==> config.mk <==
export PLATFORM = sky130hd
export DESIGN_NAME = conv_window_gen
export DESIGN_NICKNAME = d
export VERILOG_FILES = /design/src/rtl/conv_window_gen.sv
export SDC_FILE = /design/constraint.sdc
export NUM_CORES = 2
export LEC_CHECK = 0
export CORE_MARGIN = 10
export CORE_UTILIZATION = 30
export DETAILED_ROUTE_END_ITERATION = 7
export PLACE_DENSITY_LB_ADDON = 0.25
export SYNTH_ARGS = -nofsm -noshare
export SYNTH_HDL_FRONTEND = slang
export SYNTH_SLANG_ARGS = --single-unit
==> constraint.sdc <==
create_clock -name i_Clk -period 7.4 [get_ports i_Clk]
set_input_delay 1.48 -clock i_Clk [delete_from_list [all_inputs] [get_ports i_Clk]]
set_output_delay 1.48 -clock i_Clk [all_outputs]
set_load 0.01 [all_outputs]
==> src/rtl/conv_window_gen.sv <==
// conv_window_gen: raster pixel stream to zero-padded 3x3 windows, stride 1/2.
// Optional macro CONV_WINDOW_GEN_COORD_EN adds o_win_row/o_win_col outputs.
module conv_window_gen #(
    parameter int IN_WIDTH   = 64,
    parameter int IN_HEIGHT  = 64,
    parameter int IN_CHANNEL = 3,
    parameter int DATA_WIDTH = 8,
    parameter int STRIDE     = 2
) (
    input  logic                               i_Clk,
    input  logic                               i_Rst,
    input  logic                               i_pix_valid,
    output logic                               o_pix_ready,
    input  logic [IN_CHANNEL*DATA_WIDTH-1:0]   i_pix_data,
    output logic                               o_win_valid,
    input  logic                               i_win_ready,
    output logic [9*IN_CHANNEL*DATA_WIDTH-1:0] o_win_data,
    output logic                               o_win_last
`ifdef CONV_WINDOW_GEN_COORD_EN
    ,
    output logic [$clog2(IN_HEIGHT)-1:0]       o_win_row,
    output logic [$clog2(IN_WIDTH)-1:0]        o_win_col
`endif
);

    localparam int PW = IN_CHANNEL * DATA_WIDTH;
    localparam int CW = $clog2(IN_WIDTH + 1);
    localparam int RW = $clog2(IN_HEIGHT + 1);
    localparam int AW = $clog2(IN_WIDTH);
    localparam int OH = (IN_HEIGHT - 1) / STRIDE + 1;
    localparam int OW = (IN_WIDTH - 1) / STRIDE + 1;
    localparam logic [CW-1:0] C_END  = CW'(IN_WIDTH);
    localparam logic [RW-1:0] R_END  = RW'(IN_HEIGHT);
    localparam logic [CW-1:0] C_LAST = CW'((OW - 1) * STRIDE + 1);
    localparam logic [RW-1:0] R_LAST = RW'((OH - 1) * STRIDE + 1);
`ifdef CONV_WINDOW_GEN_COORD_EN
    localparam int ROW_W = $clog2(IN_HEIGHT);
    localparam int COL_W = $clog2(IN_WIDTH);
`endif

    typedef enum logic {ACCEPT, PAD} state_t;

    // column of three pixels, index 0 is the top row
    typedef logic [2:0][PW-1:0] col_t;

    state_t            state;
    logic [RW-1:0]     row, row_n;
    logic [CW-1:0]     col, col_n;
    logic              sel;
    logic [PW-1:0]     lb0 [IN_WIDTH];
    logic [PW-1:0]     lb1 [IN_WIDTH];
    logic [AW-1:0]     lb_idx;
    logic [PW-1:0]     pix, old_px, new_px;
    col_t              new_col, win_c1_q, win_c2_q;
    logic [2:0][2:0][PW-1:0] win_cols;
    logic [9*PW-1:0]   win_d;
    logic              at_pad_col, at_pad_row;
    logic              emit, is_last, out_free, proc;

    // Window assembly, emission decision and handshake qualification
    always_comb begin
        at_pad_col = (col == C_END);
        at_pad_row = (row == R_END);
        lb_idx     = col[AW-1:0];
        new_px     = sel ? lb1[lb_idx] : lb0[lb_idx];
        old_px     = sel ? lb0[lb_idx] : lb1[lb_idx];
        pix        = at_pad_row ? '0 : i_pix_data;

        new_col[0] = (row > RW'(1)) ? old_px : '0;
        new_col[1] = (row != '0) ? new_px : '0;
        new_col[2] = pix;
        if (at_pad_col)
            new_col = '0;

        win_cols[0] = (col == '0) ? '0 : win_c1_q;
        win_cols[1] = (col == '0) ? '0 : win_c2_q;
        win_cols[2] = new_col;

        win_d = '0;
        for (int ky = 0; ky < 3; ky++)
            for (int kx = 0; kx < 3; kx++)
                win_d[(ky*3+kx)*PW +: PW] = win_cols[kx][ky];

        // (r-1) and (c-1) even is the same as r and c odd
        emit = (row != '0) && (col != '0) &&
               (STRIDE == 1 || (row[0] && col[0]));
        is_last  = (row == R_LAST) && (col == C_LAST);
        out_free = !o_win_valid || i_win_ready;

        o_pix_ready = (state == ACCEPT) && (!emit || out_free);
        proc = (state == ACCEPT) ? (i_pix_valid && o_pix_ready)
                                 : (!emit || out_free);

        row_n = row;
        col_n = col + CW'(1);
        if (at_pad_col) begin
            col_n = '0;
            row_n = at_pad_row ? '0 : row + RW'(1);
        end
    end

    // Position scan FSM, line-buffer rotation and window column shift
    always_ff @(posedge i_Clk) begin
        if (i_Rst) begin
            state    <= ACCEPT;
            row      <= '0;
            col      <= '0;
            sel      <= 1'b0;
            win_c1_q <= '0;
            win_c2_q <= '0;
        end else if (proc) begin
            row      <= row_n;
            col      <= col_n;
            state    <= (row_n == R_END || col_n == C_END) ? PAD : ACCEPT;
            win_c1_q <= win_cols[1];
            win_c2_q <= win_cols[2];
            if (at_pad_col)
                sel <= ~sel;
        end
    end

    // Line buffer RAM: overwrite the older row after it has been read
    always_ff @(posedge i_Clk) begin
        if (proc && !at_pad_col) begin
            if (sel)
                lb0[lb_idx] <= pix;
            else
                lb1[lb_idx] <= pix;
        end
    end

    // Output register: load on emit, hold under backpressure
    always_ff @(posedge i_Clk) begin
        if (i_Rst) begin
            o_win_valid <= 1'b0;
            o_win_data  <= '0;
            o_win_last  <= 1'b0;
`ifdef CONV_WINDOW_GEN_COORD_EN
            o_win_row   <= '0;
            o_win_col   <= '0;
`endif
        end else if (proc && emit) begin
            o_win_valid <= 1'b1;
            o_win_data  <= win_d;
            o_win_last  <= is_last;
`ifdef CONV_WINDOW_GEN_COORD_EN
            o_win_row   <= ROW_W'((row - RW'(1)) >> (STRIDE - 1));
            o_win_col   <= COL_W'((col - CW'(1)) >> (STRIDE - 1));
`endif
        end else if (i_win_ready) begin
            o_win_valid <= 1'b0;
        end
    end

endmodule

==> summary.md <==
| Metric | Value |
|---|---|
| Status | completed |
| Pwr Total | 0.0406 W |
| Min-delay worst type | reg -> reg |
| Pre-Repair DR Iteration Count | 8 |
| Via Count | 73.0k |
| Htree depth | 5 |
| Leakage power total | between 40 and 50 nW |
| I/O Pins | 247 |
| Syn_nets | around 7.3k |
| Fmax achieved | between 0.15 and 0.2 GHz |
| Worst EP required | 8170 ps |
| Crit path DAT | 6210 ps |
| Max-cap violations | 0 |
| Layout cell share with drive strength beyond 1 | 0.218 |
| Power Density | 263 mW/mm^2 |
| Netlist Area Pre-Place | ~0.13 sq mm |
| Avg WL per Cell | 31.1 um |
| Post-synth ARST share | 0 |
| Clock Root Buffer | clkbuf_16 |
| Initial drt markers | slightly above 9k |
| Post-layout minimum cycle time | ~5400 ps |
| # resized after CTS | 0 |
| Total congestion overflow | 0 |
| Clock network fraction of total power | 0.429 |
| Fill count | 41.5k |
| Yosys warnings | 0 |
| Switching Power | 0.00902 W |
| Avg Cell Area, Syn | between 15 and 20 sq um |
| Period Utilization, post-route | 0.734 |
| CP Max Fanout | 79 |
| Tightest Pin Transition | roughly 1400 ps |
| Pint | ~0.032 W |
| Die X | between 600 and 700 um |
| Sequential fraction of the synthesis area | 0.753 |
| DRC | 0 |
| Sink Count | roughly 3.5k |
| Final hold slack | between 400 and 500 ps |
| Synthesized instance count | between 7k and 8k |
| Routed vias/inst | roughly 5.2 |
| Worst hold start | win_c1_q[68]$_SDFFE_PP0N_ |
| Switching share of power | 0.222 |
| Non-Filler Instances | between 10k and 15k |
| Row count | between 200 and 250 |
| CTS Hold Bufs | 0 |
| Part of the power in registers | 0.525 |
| Crit. End Element | flop |
| Total CTS buffers | 351 |
| Fin Setup TNS | 0 ps |
| Die Ht | roughly 690 um |
| Initial antenna violation count | 28 |
| Relative slew margins | 0.0312 |
| Peak supply drop | between 0.00015 and 0.0002 V |
| Final count of negative-setup-slack endpoints | 0 |
| Post-DP HPWL | between 200000 and 300000 um |
| GRT Total Usage | 0.177 |
| Netlist cell types | between 60 and 70 |
| Startpoint types | flop |
| Hold Vio Cnt, Final | 0 |
| Clock Skew | 78.9 ps |
| Placed Cells | roughly 13k |
| Post-CTS Setup Bufs | 0 |
| Logic pwr share | 0.046 |
| Clock-pin transition on the worst setup and hold timing paths | about 70 ps |
| Clk_lat worst skew | around 970 ps |
| Antenna-violating nets left | 0 |
| Max Root-Sink Buffers | 4 |
| IO Port Bufs | between 200 and 250 |
| Gpl congestion | 0.860 |
| WS Path Type | reg -> reg |
| Initial core utilization | 0.301 |
| Die Area | about 0.47 sq mm |
| Number of global-route vias before repair | around 72k |
| Layout Area Growth over Synthesis | 16.4% |
| Synth Flop Type | edfxtp_1 |
| Core ar. | roughly 0.44 sq mm |
| RSZ-0062 raised after global routing | no |
| Final Slew Violations | 0 |
| Total wire length | between 400000 and 500000 um |
| CTS tree | yes |
| Flops & latches, synth | approximately 3.5k |
| Final #Nets | approximately 7.8k |
| Post-synth EDFFs | roughly 3.1k |
| Pin count of the biggest net entering global routing | ~200 |
| First-pass GRT wire length | 596000 um |
-- power groups by stage --
stage	logic, W	registers [W]	clock network, W
3_3_place_gp	0.00186	0.0217	0
5_1_grt	0.00196	0.0213	0.0185
4_1_cts	0.00188	0.0213	0.0177
6_report	0.00187	0.0213	0.0174
3_5_place_dp	0.00188	0.0217	0
2_1_floorplan	0.00112	0.0217	0
-- per-layer routing --
metal,routed length [um],track usage,up-vias
li1,-,-,30100
met2,197000,0.277,3308
met5,58,0,-
met3,38700,0.0405,657
met4,17800,0.0638,8
met1,180000,0.243,38900
-- layout by cell type, fill, tap and decap left out, types with 13 or more instances in the layout --
cell type and count:
a22o_1 26, a22oi_1 60, clkinv_1 64, a21o_1 13, mux2_2 163, nor3_1 46, o221ai_1 61, mux4_2 578
a21oi_1 372, a31oi_1 30, a211oi_1 106, dfxtp_1 379, clkbuf_16 354, clkbuf_8 13, nand2_1 629, and2_4 24
clkdlybuf4s50_1 245, nand3_1 171, buf_12 23, nor2_1 199, buf_4 284, mux2i_1 368, a221o_1 16, a221oi_1 38
o21ai_1 19, bufinv_16 21, o22ai_1 95, nor2_2 125, clkinv_2 70, a311oi_1 33, edfxtp_1 3072, clkbuf_1 73
o21ai_0 32
-- metrics by stage --
step / cell area [sq um] / setup WS (ps) / utilization
5_1_grt: 155000 / 1940 / 0.350
6_report: 155000 / 1970 / 0.350
3_5_place_dp: 143000 / 2070 / 0.325
4_1_cts: 154000 / 2060 / 0.350
2_1_floorplan: 133000 / 3380 / -
3_3_place_gp: 143000 / 2060 / 0.325
-- cell families after synthesis --
kind of cell    Yosys count  share of synthesized area
fa+ha+maj                 5                   0.000471
compound gates          955                     0.0470
flops                  3456                      0.753
mux                    1111                      0.140
simple gates           1287                     0.0409
buf+inv                 489                     0.0189
xor+xnor                  7                   0.000462
-- critical path, cell delays in order, from the launching register on --
cell	delay, ps
dfxtp_4	900
buf_12	510
buf_4	620
mux4_2	400
mux2_2	340
o211ai_1	970
a211oi_1	540
a22oi_1	620
a211oi_1	160
-- synth_stat cells (8+ instances only) --
master	n	area, sq um
and2_1	33	206
clkbuf_1	220	826
buf_2	141	706
dfxtp_1	384	7690
a21o_1	13	97.6
o221ai_1	61	534
buf_4	60	450
o21ai_1	12	60.1
a31oi_1	30	188
nand2_1	631	2370
nor2b_1	14	87.6
a22oi_1	60	450
mux2i_1	368	3680
a22o_1	26	228
o22ai_1	95	594
a221o_1	16	160
nor4_1	11	68.8
nor3_1	46	230
o31a_1	9	78.8
buf_6	28	315
o21ai_0	39	195
a32oi_1	9	78.8
nand3_1	171	856
edfxtp_1	3072	92200
nor2_1	331	1240
a221oi_1	42	368
inv_1	8	30.0
a21oi_1	373	1870
a211oi_1	108	811
buf_1	24	90.1
mux4_2	578	13000
mux2_2	163	1840
a311oi_1	33	289
-- cell type report --
| type | count | area (sq um) | area share |
|---|---|---|---|
| flip-flops and latches | 3456 | 100000 | 0.647 |
| multi-input cells | 3365 | 30900 | 0.200 |
| clock buffers | 444 | 9330 | 0.0604 |
| well taps | 5904 | 7390 | 0.0478 |
| repair buffers | 553 | 5060 | 0.0327 |
| clock inverters | 193 | 1820 | 0.0118 |
| inverters | 10 | 45.0 | 0.000292 |
| diodes | 7 | 17.5 | 0.000113 |
-- path summary, 6_finish.rpt --
check / endpoint / slack [ps] / depth (start not counted)
setup / recovery: win_c2_q[43]$_SDFFE_PP0N_ / 1970 / 8
hold / removal: win_c1_q[68]$_SDFFE_PP0N_ / 450 / 2
setup reg to reg: win_c2_q[43]$_SDFFE_PP0N_ / 1970 / 8
hold reg to reg: win_c1_q[68]$_SDFFE_PP0N_ / 450 / 2
-- flip-flops by register name, summed over array words and instances, names as in the netlist, named ones only --
name         flops
lb0           1536
lb1           1536
o_win_data     216
win_c1_q        72
win_c2_q        72
col              7
row              7
o_win_last       1
o_win_valid      1
sel              1
state            1
(Power assumes the default switching activity.)
